===== src/rtl/iomem_gpio_bank.sv =====
// WIDTH-pin GPIO bank on the picosoc iomem bus: direction, atomic set/clear,
// synchronised input readback and per-pin edge interrupts with W1C status.
module iomem_gpio_lane #(
    parameter int SYNC_STAGES = 2
) (
    input  logic clk,
    input  logic resetn,
    input  logic pin,
    input  logic armed,
    input  logic rise,
    input  logic w1c,
    output logic sync_bit,
    output logic status_bit
);
    logic [SYNC_STAGES-1:0] sq;
    logic                   prev;
    logic                   evt;

    assign sync_bit = sq[SYNC_STAGES-1];
    assign evt = armed && (rise ? (sync_bit && !prev) : (!sync_bit && prev));

    always_ff @(posedge clk or negedge resetn) begin
        if (!resetn) begin
            sq         <= '0;
            prev       <= 1'b0;
            status_bit <= 1'b0;
        end else begin
            sq         <= {sq[SYNC_STAGES-2:0], pin};
            prev       <= sync_bit;
            // a new event beats a same-cycle clear
            status_bit <= (status_bit && !w1c) || evt;
        end
    end
endmodule

module iomem_gpio_bank #(
    parameter int          WIDTH       = 8,
    parameter logic [7:0]  BASE_HI     = 8'h03,
    parameter int          SYNC_STAGES = 2,
    parameter logic [31:0] RESET_OUT   = 32'd1,
    parameter logic [31:0] RESET_OE    = 32'd1
) (
    input  logic             clk,
    input  logic             resetn,
    input  logic             iomem_valid,
    output logic             iomem_ready,
    input  logic [3:0]       iomem_wstrb,
    input  logic [31:0]      iomem_addr,
    input  logic [31:0]      iomem_wdata,
    output logic [31:0]      iomem_rdata,
    input  logic [WIDTH-1:0] gpio_in,
    output logic [WIDTH-1:0] gpio_out,
    output logic [WIDTH-1:0] gpio_oe,
    output logic             irq
);
    localparam logic [2:0] ARM_MAX = 3'(SYNC_STAGES + 1);

    logic [WIDTH-1:0] out_r, oe_r, mask_r, edge_r;
    logic [WIDTH-1:0] sync_in, status;
    logic [WIDTH-1:0] wd, wm, w1c;
    logic [31:0]      bmask, rd_val;
    logic [2:0]       off, arm_cnt;
    logic             sel, wr, armed;
    logic             unused_ok;

    assign sel   = iomem_valid && !iomem_ready && (iomem_addr[31:24] == BASE_HI);
    assign wr    = sel && (iomem_wstrb != 4'b0);
    assign off   = iomem_addr[4:2];
    assign bmask = {{8{iomem_wstrb[3]}}, {8{iomem_wstrb[2]}},
                    {8{iomem_wstrb[1]}}, {8{iomem_wstrb[0]}}};
    assign wd    = iomem_wdata[WIDTH-1:0];
    assign wm    = bmask[WIDTH-1:0];
    assign w1c   = (wr && off == 3'd5) ? (wd & wm) : '0;
    assign armed = (arm_cnt == ARM_MAX);

    assign gpio_out  = out_r;
    assign gpio_oe   = oe_r;
    assign unused_ok = ^{iomem_addr[23:5], iomem_addr[1:0], iomem_wdata};

    genvar i;
    generate
        for (i = 0; i < WIDTH; i++) begin : g_lane
            iomem_gpio_lane #(.SYNC_STAGES(SYNC_STAGES)) u_lane (
                .clk        (clk),
                .resetn     (resetn),
                .pin        (gpio_in[i]),
                .armed      (armed),
                .rise       (edge_r[i]),
                .w1c        (w1c[i]),
                .sync_bit   (sync_in[i]),
                .status_bit (status[i])
            );
        end
    endgenerate

    // rdata always carries the pre-write value, including on writes
    always_comb begin
        rd_val = '0;
        case (off)
            3'd0:    rd_val[WIDTH-1:0] = out_r;
            3'd1:    rd_val[WIDTH-1:0] = oe_r;
            3'd2:    rd_val[WIDTH-1:0] = sync_in;
            3'd3:    rd_val[WIDTH-1:0] = mask_r;
            3'd4:    rd_val[WIDTH-1:0] = edge_r;
            3'd5:    rd_val[WIDTH-1:0] = status;
            default: rd_val = '0;
        endcase
    end

    always_ff @(posedge clk or negedge resetn) begin
        if (!resetn) begin
            out_r  <= RESET_OUT[WIDTH-1:0];
            oe_r   <= RESET_OE[WIDTH-1:0];
            mask_r <= '0;
            edge_r <= '1;
        end else if (wr) begin
            case (off)
                3'd0:    out_r  <= (out_r  & ~wm) | (wd & wm);
                3'd1:    oe_r   <= (oe_r   & ~wm) | (wd & wm);
                3'd3:    mask_r <= (mask_r & ~wm) | (wd & wm);
                3'd4:    edge_r <= (edge_r & ~wm) | (wd & wm);
                3'd6:    out_r  <= out_r | (wd & wm);
                3'd7:    out_r  <= out_r & ~(wd & wm);
                default: ;
            endcase
        end
    end

    always_ff @(posedge clk or negedge resetn) begin
        if (!resetn) begin
            iomem_ready <= 1'b0;
            iomem_rdata <= '0;
            irq         <= 1'b0;
            arm_cnt     <= '0;
        end else begin
            iomem_ready <= sel;
            if (sel)
                iomem_rdata <= rd_val;
            irq <= |(status & mask_r);
            // hold off edge detection until the sync chain and history are filled
            if (!armed)
                arm_cnt <= arm_cnt + 3'd1;
        end
    end
endmodule


===== config.mk =====
export PLATFORM = sky130hd
export DESIGN_NAME = iomem_gpio_bank
export DESIGN_NICKNAME = d
export VERILOG_FILES = /design/src/rtl/iomem_gpio_bank.sv
export SDC_FILE = /design/constraint.sdc
export NUM_CORES = 1
export LEC_CHECK = 0
export ABC_AREA = 1
export ABC_CLOCK_PERIOD_IN_PS = 2210
export CORE_MARGIN = 2
export CORE_UTILIZATION = 45
export DETAILED_ROUTE_END_ITERATION = 10
export PLACE_DENSITY = 0.86
export SYNTH_ARGS = -nofsm -noshare
export SYNTH_HDL_FRONTEND = slang
export SYNTH_HIERARCHICAL = 1
export SYNTH_SLANG_ARGS = --single-unit

===== constraint.sdc =====
create_clock -name clk -period 2.21 [get_ports clk]
set_input_delay 0.442 -clock clk [delete_from_list [all_inputs] [get_ports clk]]
set_output_delay 0.442 -clock clk [all_outputs]
set_load 0.05 [all_outputs]

==> key figures, run 1 <==
Global routing
  • First-pass GRT wire length: between 15,000 and 20,000 um
  • Vias in the first global route: around 3,500
  • Maximum number of pins on one net before global-route repair: 46
  • Number of antenna violations at the first check in global routing: 0
  • Combined global-route utilization of all metal layers: between 20 and 25%
  • Overall overflow remaining after global route: 0

Route
  • Avg WL per Cell: about 14 um
  • Routed Antenna Nets: 0
  • Post-Route WL: 10,200 um
  • DR pass1 iterations: 6
  • Post-DR vias/cell: between 5 and 6
  • Post-detailed-route DRC marker count: 0
  • Number of violations reported at the end of detailed-routing iteration 0: ~360
  • Number of vias after detailed routing: 3,695

Clocking
  • Count of H-tree levels built during CTS: 3
  • Number of hold-repair buffers added at the cts stage: 0
  • Post-CTS Setup Bufs: 0
  • Number of buffers on the longest clock path: 2
  • TritonCTS clock tree: built
  • Clock buffer count from CTS: 9
  • Clock insertion delay at the later pin of the skew report: approximately 0.37 ns
  • # clock sinks: 77
  • Clock-pin transition on the worst setup and hold timing paths: ~0.090 ns
  • Root Driver: sky130_fd_sc_hd__clkbuf_8

Timing
  • Number of failing setup endpoints in the final timing report: 0
  • Hold WS: ~0.017 ns
  • Setup Skew: 0.00604 ns
  • Hold Fails Final Rpt: 0
  • Worst Max-Slew Pin Slew: 0.562 ns
  • Maximum clock rate: about 0.47 GHz
  • Max_slew headroom: a little over three fifths
  • Period utilization: between 90% and 100%
  • Post-layout min period: ~2.1 ns
  • Setup repair after global routing missed its margin: false
  • Total Negative Setup Slacks: 0 ns
  • Slew Viols, Final: 0

Place
  • Half-perimeter wire length after detailed placement: roughly 7400 um
  • GPL Wtd Cong: about 0.89
  • Count of buffers from port buffering: 59

Setup path
  • Chain of cells forming the critical path: clkdlybuf4s50_1
  • Slowest Stage Delay on Critical Path: between 0.8 and 0.9 ns
  • WP depth: 1
  • Kind of start point of the critical path: flip-flop
  • Worst Path Required: 1.77 ns
  • R2R setup slack: roughly 0.56 ns
  • Buffers and inverters on the worst path: 1
  • Endpoint type of the worst setup path: output port
  • Slowest stage cell on the critical path: sky130_fd_sc_hd__clkdlybuf4s50_1
  • Reg-to-reg critical path endpoint: g_lane[4].u_lane/status_bit
  • Reg-to-reg critical path startpoint: iomem_ready
  • CP Max Fanout: 6
  • Worst Path Arrival: 1.67 ns
  • Number of cell instances on the worst register-to-register path: 10
  • Type of the worst setup path: reg2out
  • Family of cells with the greatest summed delay on the critical path: buffers and inverters

Power and ir drop
  • Max VDD drop: 481 uV
  • Static leakage: between 2 and 2.5 nW
  • Cell Pwr Density: approximately 620 nW/um^2

Synthesis
  • Yosys warnings: 6
  • FF+latch count, synth: 77
  • Share of synthesized area occupied by flip-flops and latches: a little under half
  • Yosys top cell by area: sky130_fd_sc_hd__dfrtp_1
  • Synth top area share: approximately two fifths
  • FFs w/ async S/R, synth: 100%
  • Post-synth cell types: 29
  • Primary FF master, synth: sky130_fd_sc_hd__dfrtp_1
  • Main area contributors after synthesis: sky130_fd_sc_hd__dfrtp_1 (41%), sky130_fd_sc_hd__nand2_1 (17%), sky130_fd_sc_hd__dfstp_2 (6.4%), sky130_fd_sc_hd__inv_1 (5.7%), sky130_fd_sc_hd__buf_4 (4.6%)
  • Mapped cell area: a little over 4000 um^2
  • Number of enable flip-flop cells after synthesis: 0
  • Average footprint of a synthesized cell: slightly below 8 um^2
  • Post-Syn Instances: ~530

Cells and area
  • Count of inserted antenna diode cells: 0
  • Nets: around 680
  • Fill cell total of the finished layout: around 770
  • Area growth, synth to finish: 21.6%
  • Proportion of layout cells with a drive suffix above 1: between 10 and 15%

Floorplanning
  • Placeable core region: approximately 8800 um^2
  • I/O pin count: 129
  • Die boundary height: 99.4 um
  • Horiz. Die Dim: about 99 um
  • Initial Util: roughly 47%
  • Die outline area: 9870 um^2
  • Count of standard-cell rows: 34

Flow run
  • Number of violations of the max-capacitance limit: 0

Min path
  • Class of the most critical hold timing path: in2async

Outcome
  • Outcome: finished, final reports clean
-- per-layer routing --
metal	up-vias	track usage (%)	wire length [um]
met3	28	5.48	823
met2	200	35.0	4910
li1	1737	-	-
met1	1730	27.2	4150
met4	0	10.2	337
met5	-	0	0
-- power by group --
part           leakage (nW)  switching [mW]  internal [mW]
clock                 0.107           0.584          0.576
sequential            0.928          0.0268           1.45
combinational          1.42           0.307          0.134
total                  2.46           0.918           2.16
-- area by class of cell --
cell class	instances	area [um^2]	share of cell area (%)
Clock buffer	10	138	2.77
Clock inverter	6	77.6	1.56
Inverter	66	253	5.08
Multi-Input combinational cell	369	1710	34.3
Sequential cell	77	1940	39.0
Tap cell	108	135	2.72
Timing Repair Buffer	74	727	14.6
-- repair_timing --
action	CTS	global route
cloned	0	0
pin swaps	0	0
gates resized for setup	1	1
setup endpoints to repair	1	1
-- synthesized netlist by cell type, types with 2 or more instances --
| master | count |
|---|---|
| sky130_fd_sc_hd__o21ai_0 | 26 |
| sky130_fd_sc_hd__nand4_1 | 17 |
| sky130_fd_sc_hd__a21oi_1 | 9 |
| sky130_fd_sc_hd__o21ai_1 | 3 |
| sky130_fd_sc_hd__inv_2 | 3 |
| sky130_fd_sc_hd__dfstp_2 | 10 |
| sky130_fd_sc_hd__nand3_1 | 37 |
| sky130_fd_sc_hd__inv_1 | 62 |
| sky130_fd_sc_hd__nor2_1 | 48 |
| sky130_fd_sc_hd__buf_4 | 25 |
| sky130_fd_sc_hd__nand2_1 | 184 |
| sky130_fd_sc_hd__ha_1 | 2 |
| sky130_fd_sc_hd__nor2_4 | 6 |
| sky130_fd_sc_hd__buf_2 | 4 |
| sky130_fd_sc_hd__dfrtp_1 | 67 |
| sky130_fd_sc_hd__a22o_1 | 3 |
| sky130_fd_sc_hd__nand4_4 | 3 |
| sky130_fd_sc_hd__buf_6 | 5 |
-- kinds of logic (layout without fill, tap and decap cells) --
family | Yosys count | count (layout) | share of synthesized area (%)
xor+xnor | 1 | 1 | 0.214
mux | 1 | 1 | 0.275
flops | 77 | 77 | 47.4
simple gates | 299 | 299 | 32.9
compound gates | 42 | 42 | 5.50
fa+ha+maj | 2 | 2 | 0.611
other cells | 1 | 24 | 0.0916
buf+inv | 102 | 156 | 13.1
-- placed cells by master, fill, tap and decap left out, drive strengths merged, types with 2 or more instances in the layout --
cell type | synthesis | routed
nor2 | 54 | 54
inv | 66 | 70
o21ai | 30 | 30
nand4 | 20 | 20
conb | 1 | 24
nand2 | 186 | 186
a22o | 3 | 3
dfstp | 10 | 10
a21oi | 9 | 9
buf | 34 | 16
ha | 2 | 2
nand3 | 38 | 38
dfrtp | 67 | 67
clkdlybuf4s50 | 0 | 56
clkbuf | 2 | 10
-- metrics by stage --
stage	setup WS (ns)	utilization, %	power (mW)	area (um^2)	instances
after floorplan	0.436	-	1.80	4180	548
after global placement	0.174	54.3	1.93	4760	694
after detailed placement	0.0822	54.3	1.94	4760	694
after CTS	0.0149	56.7	3.09	4970	710
after global routing	0.0400	56.8	3.19	4970	710
final	0.0978	56.8	3.08	4970	710
-- worst max-delay path by stage --
stage / slack [ns] / start / to
after CTS: 0.01 / flip-flop / gpio_oe[0]
after global placement: 0.17 / iomem_addr[3] / flip-flop
after detailed placement: 0.08 / iomem_valid / g_lane[4].u_lane/status_bit
after floorplan: 0.44 / iomem_ready / g_lane[1].u_lane/status_bit
final: 0.1 / gpio_out[4] / gpio_out[4]
after global routing: 0.04 / gpio_out[4] / gpio_out[4]
No activity file was read; power rests on OpenSTA's default activity.
==> run 2: changes to the inputs <==
--- a/config.mk
+++ b/config.mk
@@ -10,7 +10,8 @@
 export CORE_MARGIN = 2
 export CORE_UTILIZATION = 45
 export DETAILED_ROUTE_END_ITERATION = 10
-export PLACE_DENSITY = 0.86
+export DONT_BUFFER_PORTS = 1
+export PLACE_DENSITY = 0.68
 export SYNTH_ARGS = -nofsm -noshare
 export SYNTH_HDL_FRONTEND = slang
 export SYNTH_HIERARCHICAL = 1
==> run 2 against run 1 <==
  * Final cell count is 9.9% lower
  * Via count is 10% lower
  * Clock skew is 0.0048 ns higher
  * Largest power group unchanged
  * Power is 7.5% lower
  * Setup slack better by 0.36 ns
  * Global-route usage is 1.4 points lower
  * Clock power is 9% lower
  * First-iteration DRC count is 32% lower
  * Maximum frequency is 20% higher
  * Sequential power is 4% higher
  * Combinational power is 42% lower
  * Sequential cell count stayed put
==> key figures, run 2 (synthesized netlist as in run 1, its figures left out) <==
Timing
  • Fin worst setup slack: 0.456 ns (+0.359 ns)
  • Number of failing setup endpoints in the final timing report: 0 (unchanged)
  • Max_slew headroom: 59.0% (-3.5 points)
  • Maximum clock rate: 0.570 GHz (+20%)
  • Post-layout min period: 1.75 ns (-0.359 ns)
  • Setup repair after global routing missed its margin: false
  • Setup Skew: 0.0108 ns (+0.00476 ns)
  • Period utilization: 79.4% (-16 points)
  • Slew Viols, Final: 0 (unchanged)
  • Hold Fails Final Rpt: 0 (unchanged)
  • Worst Max-Slew Pin Slew: 0.614 ns (+0.0522 ns)
  • Total Negative Setup Slacks: 0 ns (unchanged)

Place
  • GPL Wtd Cong: 0.873 (-2.3%)
  • Half-perimeter wire length after detailed placement: 6700 um (-9.5%)
  • Post-Place Cells: 622 (-10%)
  • Worst slack at placement: 0.421 ns (+0.339 ns)
  • Count of buffers from port buffering: 0 (-100%)

Cells and area
  • Count of inserted antenna diode cells: 0 (unchanged)
  • Flip-flop and latch area: 1940 um^2 (unchanged)
  • Nets: 608 (-10%)
  • Core occupancy in the finished layout: 48.8% (-8.0 points)
  • Highest-count cells in the layout ignoring fill and taps: sky130_fd_sc_hd__nand2_1 (184), sky130_fd_sc_hd__dfrtp_1 (67), sky130_fd_sc_hd__inv_1 (62), sky130_fd_sc_hd__nor2_1 (48), sky130_fd_sc_hd__nand3_1 (37)
  • Proportion of layout cells with a drive suffix above 1: 8.65% (-1.5 points)
  • Layout Cells excl Fill: 640 (-9.9%)
  • Fill cell total of the finished layout: 862 (+13%)
  • Most common library cell in the layout ignoring fill and taps: sky130_fd_sc_hd__nand2_1
  • Multi-input combinational cell area: 1710 um^2 (unchanged)
  • Area growth, synth to finish: 4.49%

Clocking
  • Clock-pin transition on the worst setup and hold timing paths: 0.08 ns (about the same)
  • Count of H-tree levels built during CTS: 3 (unchanged)
  • TritonCTS clock tree: built
  • Post-CTS Setup Bufs: 0 (unchanged)
  • Number of buffers on the longest clock path: 2 (unchanged)
  • Post-CTS sizing: 0 (-1)
  • Clock buffer count from CTS: 9 (unchanged)
  • Clock insertion delay at the later pin of the skew report: 0.36 ns (about the same)
  • Root Driver: sky130_fd_sc_hd__clkbuf_8
  • # clock sinks: 77 (unchanged)

Global routing
  • Met3 track demand over resource in global routing: 6.18% (+0.70 points)
  • First-pass GRT wire length: 15,500 um (-7.7%)
  • Vias in the first global route: 3,102 (-11%)
  • Overall overflow remaining after global route: 0 (unchanged)
  • Number of antenna violations at the first check in global routing: 0 (unchanged)
  • Global routing usage on met2: 32.2% (-2.8 points)
  • Most heavily used metal layer in global routing: met2
  • GRT met1 Usage: 26.0% (-1.2 points)
  • Combined global-route utilization of all metal layers: 20.2% (-1.4 points)
  • Maximum number of pins on one net before global-route repair: 78 (+70%)

Route
  • Avg WL per Cell: 15.0 um (+4.1%)
  • Post-Route WL: 9590 um (-6.2%)
  • Number of violations reported at the end of detailed-routing iteration 0: 247 (-32%)
  • Post-DR vias/cell: 5.18 (-0.50%)
  • DR pass1 iterations: 5 (-1)
  • Post-detailed-route DRC marker count: 0 (unchanged)
  • Routed Antenna Nets: 0 (unchanged)
  • Number of vias after detailed routing: 3,314 (-10%)

Setup path
  • CP Max Fanout: 9 (+3)
  • Worst Path Arrival: 2.00 ns (+0.33 ns)
  • Type of the worst setup path: reg2reg
  • Kind of start point of the critical path: flip-flop
  • Endpoint type of the worst setup path: flip-flop
  • Worst Path Required: 2.46 ns (+0.69 ns)

Outcome
  • Outcome: finished, final reports clean

Floorplanning
  • Die boundary height: 99.4 um (unchanged)
  • Horiz. Die Dim: 99.4 um (unchanged)
  • Die outline area: 9870 um^2 (unchanged)
  • Initial Util: 46.7% (unchanged)
  • Count of standard-cell rows: 34 (unchanged)
  • Placeable core region: 8760 um^2 (unchanged)
  • I/O pin count: 129 (unchanged)

Power and ir drop
  • Static leakage: 2.15 nW (-13%)
  • Max VDD drop: 312 uV (-35%)
  • Cell Pwr Density: 665 nW/um^2 (+7.6%)

Flow run
  • Number of violations of the max-capacitance limit: 0 (unchanged)

Min path
  • Class of the most critical hold timing path: in2reg
-- run 2: changes by cell type in the layout (fill, tap and decap cells not counted), moves of 2 or more --
cell	change
sky130_fd_sc_hd__buf_12	-2
sky130_fd_sc_hd__buf_4	-12
sky130_fd_sc_hd__clkbuf_1	+2
sky130_fd_sc_hd__clkdlybuf4s50_1	-56
sky130_fd_sc_hd__inv_8	-2
-- run 2: per-stage QoR --
step                      instance area, um^2  power [mW]  hold slack [ns]
after global routing                     4280        2.96           0.0869
final                                    4280        2.84            0.107
after detailed placement                 4050        1.78            0.148
after CTS                                4240        2.84           -0.241
after floorplan                          4180        1.80            0.146
after global placement                   4050        1.77            0.148
-- run 2: per-layer routing --
layer	share of wire, %	wire length [um]	vias up
met1	43	4090	1546
met4	1.6	155	0
met5	0	0	-
li1	-	-	1603
met2	47	4490	150
met3	8.9	852	15
-- run 2: final timing paths --
check | slack, ns | from | to | cells after the start
hold / removal | 0.11 | gpio_in[3] | g_lane[3].u_lane/sq[0] | 0
setup reg to reg | 0.46 | iomem_ready | g_lane[1].u_lane/status_bit | 10
setup / recovery | 0.46 | iomem_ready | g_lane[1].u_lane/status_bit | 10
hold reg to reg | 0.35 | g_lane[2].u_lane/sq[0] | g_lane[2].u_lane/sq[1] | 0
min in group asynchronous | 0.65 | resetn | gpio_out[2] | 2
max in group asynchronous | 1.19 | resetn | async pin | 2
-- run 2: layout make-up --
cell class              count  share of cell area (%)
repair buffers              4                    1.23
well taps                 108                    3.16
clock inverters             5                    1.40
flip-flops and latches     77                    45.3
clock buffers              11                    3.07
inverters                  66                    5.91
multi-input cells         369                    39.9
-- run 2: critical path, stage by stage (launching register included) --
cell and delay (ns):
sky130_fd_sc_hd__dfrtp_1 0.41, sky130_fd_sc_hd__nor2_4 0.14, sky130_fd_sc_hd__inv_1 0.08, sky130_fd_sc_hd__nor2_4 0.23, sky130_fd_sc_hd__nand2_2 0.23, sky130_fd_sc_hd__inv_2 0.14
sky130_fd_sc_hd__nand3_4 0.13, sky130_fd_sc_hd__nor2_1 0.14, sky130_fd_sc_hd__inv_1 0.05, sky130_fd_sc_hd__nand2_1 0.06, sky130_fd_sc_hd__nand2_1 0.06
-- run 2: power breakdown --
group	switching [mW]	leakage, nW	internal [mW]	total, mW
combinational	0.208	1.12	0.0484	0.257
clock	0.533	0.0939	0.527	1.06
sequential	0.0817	0.928	1.45	1.53
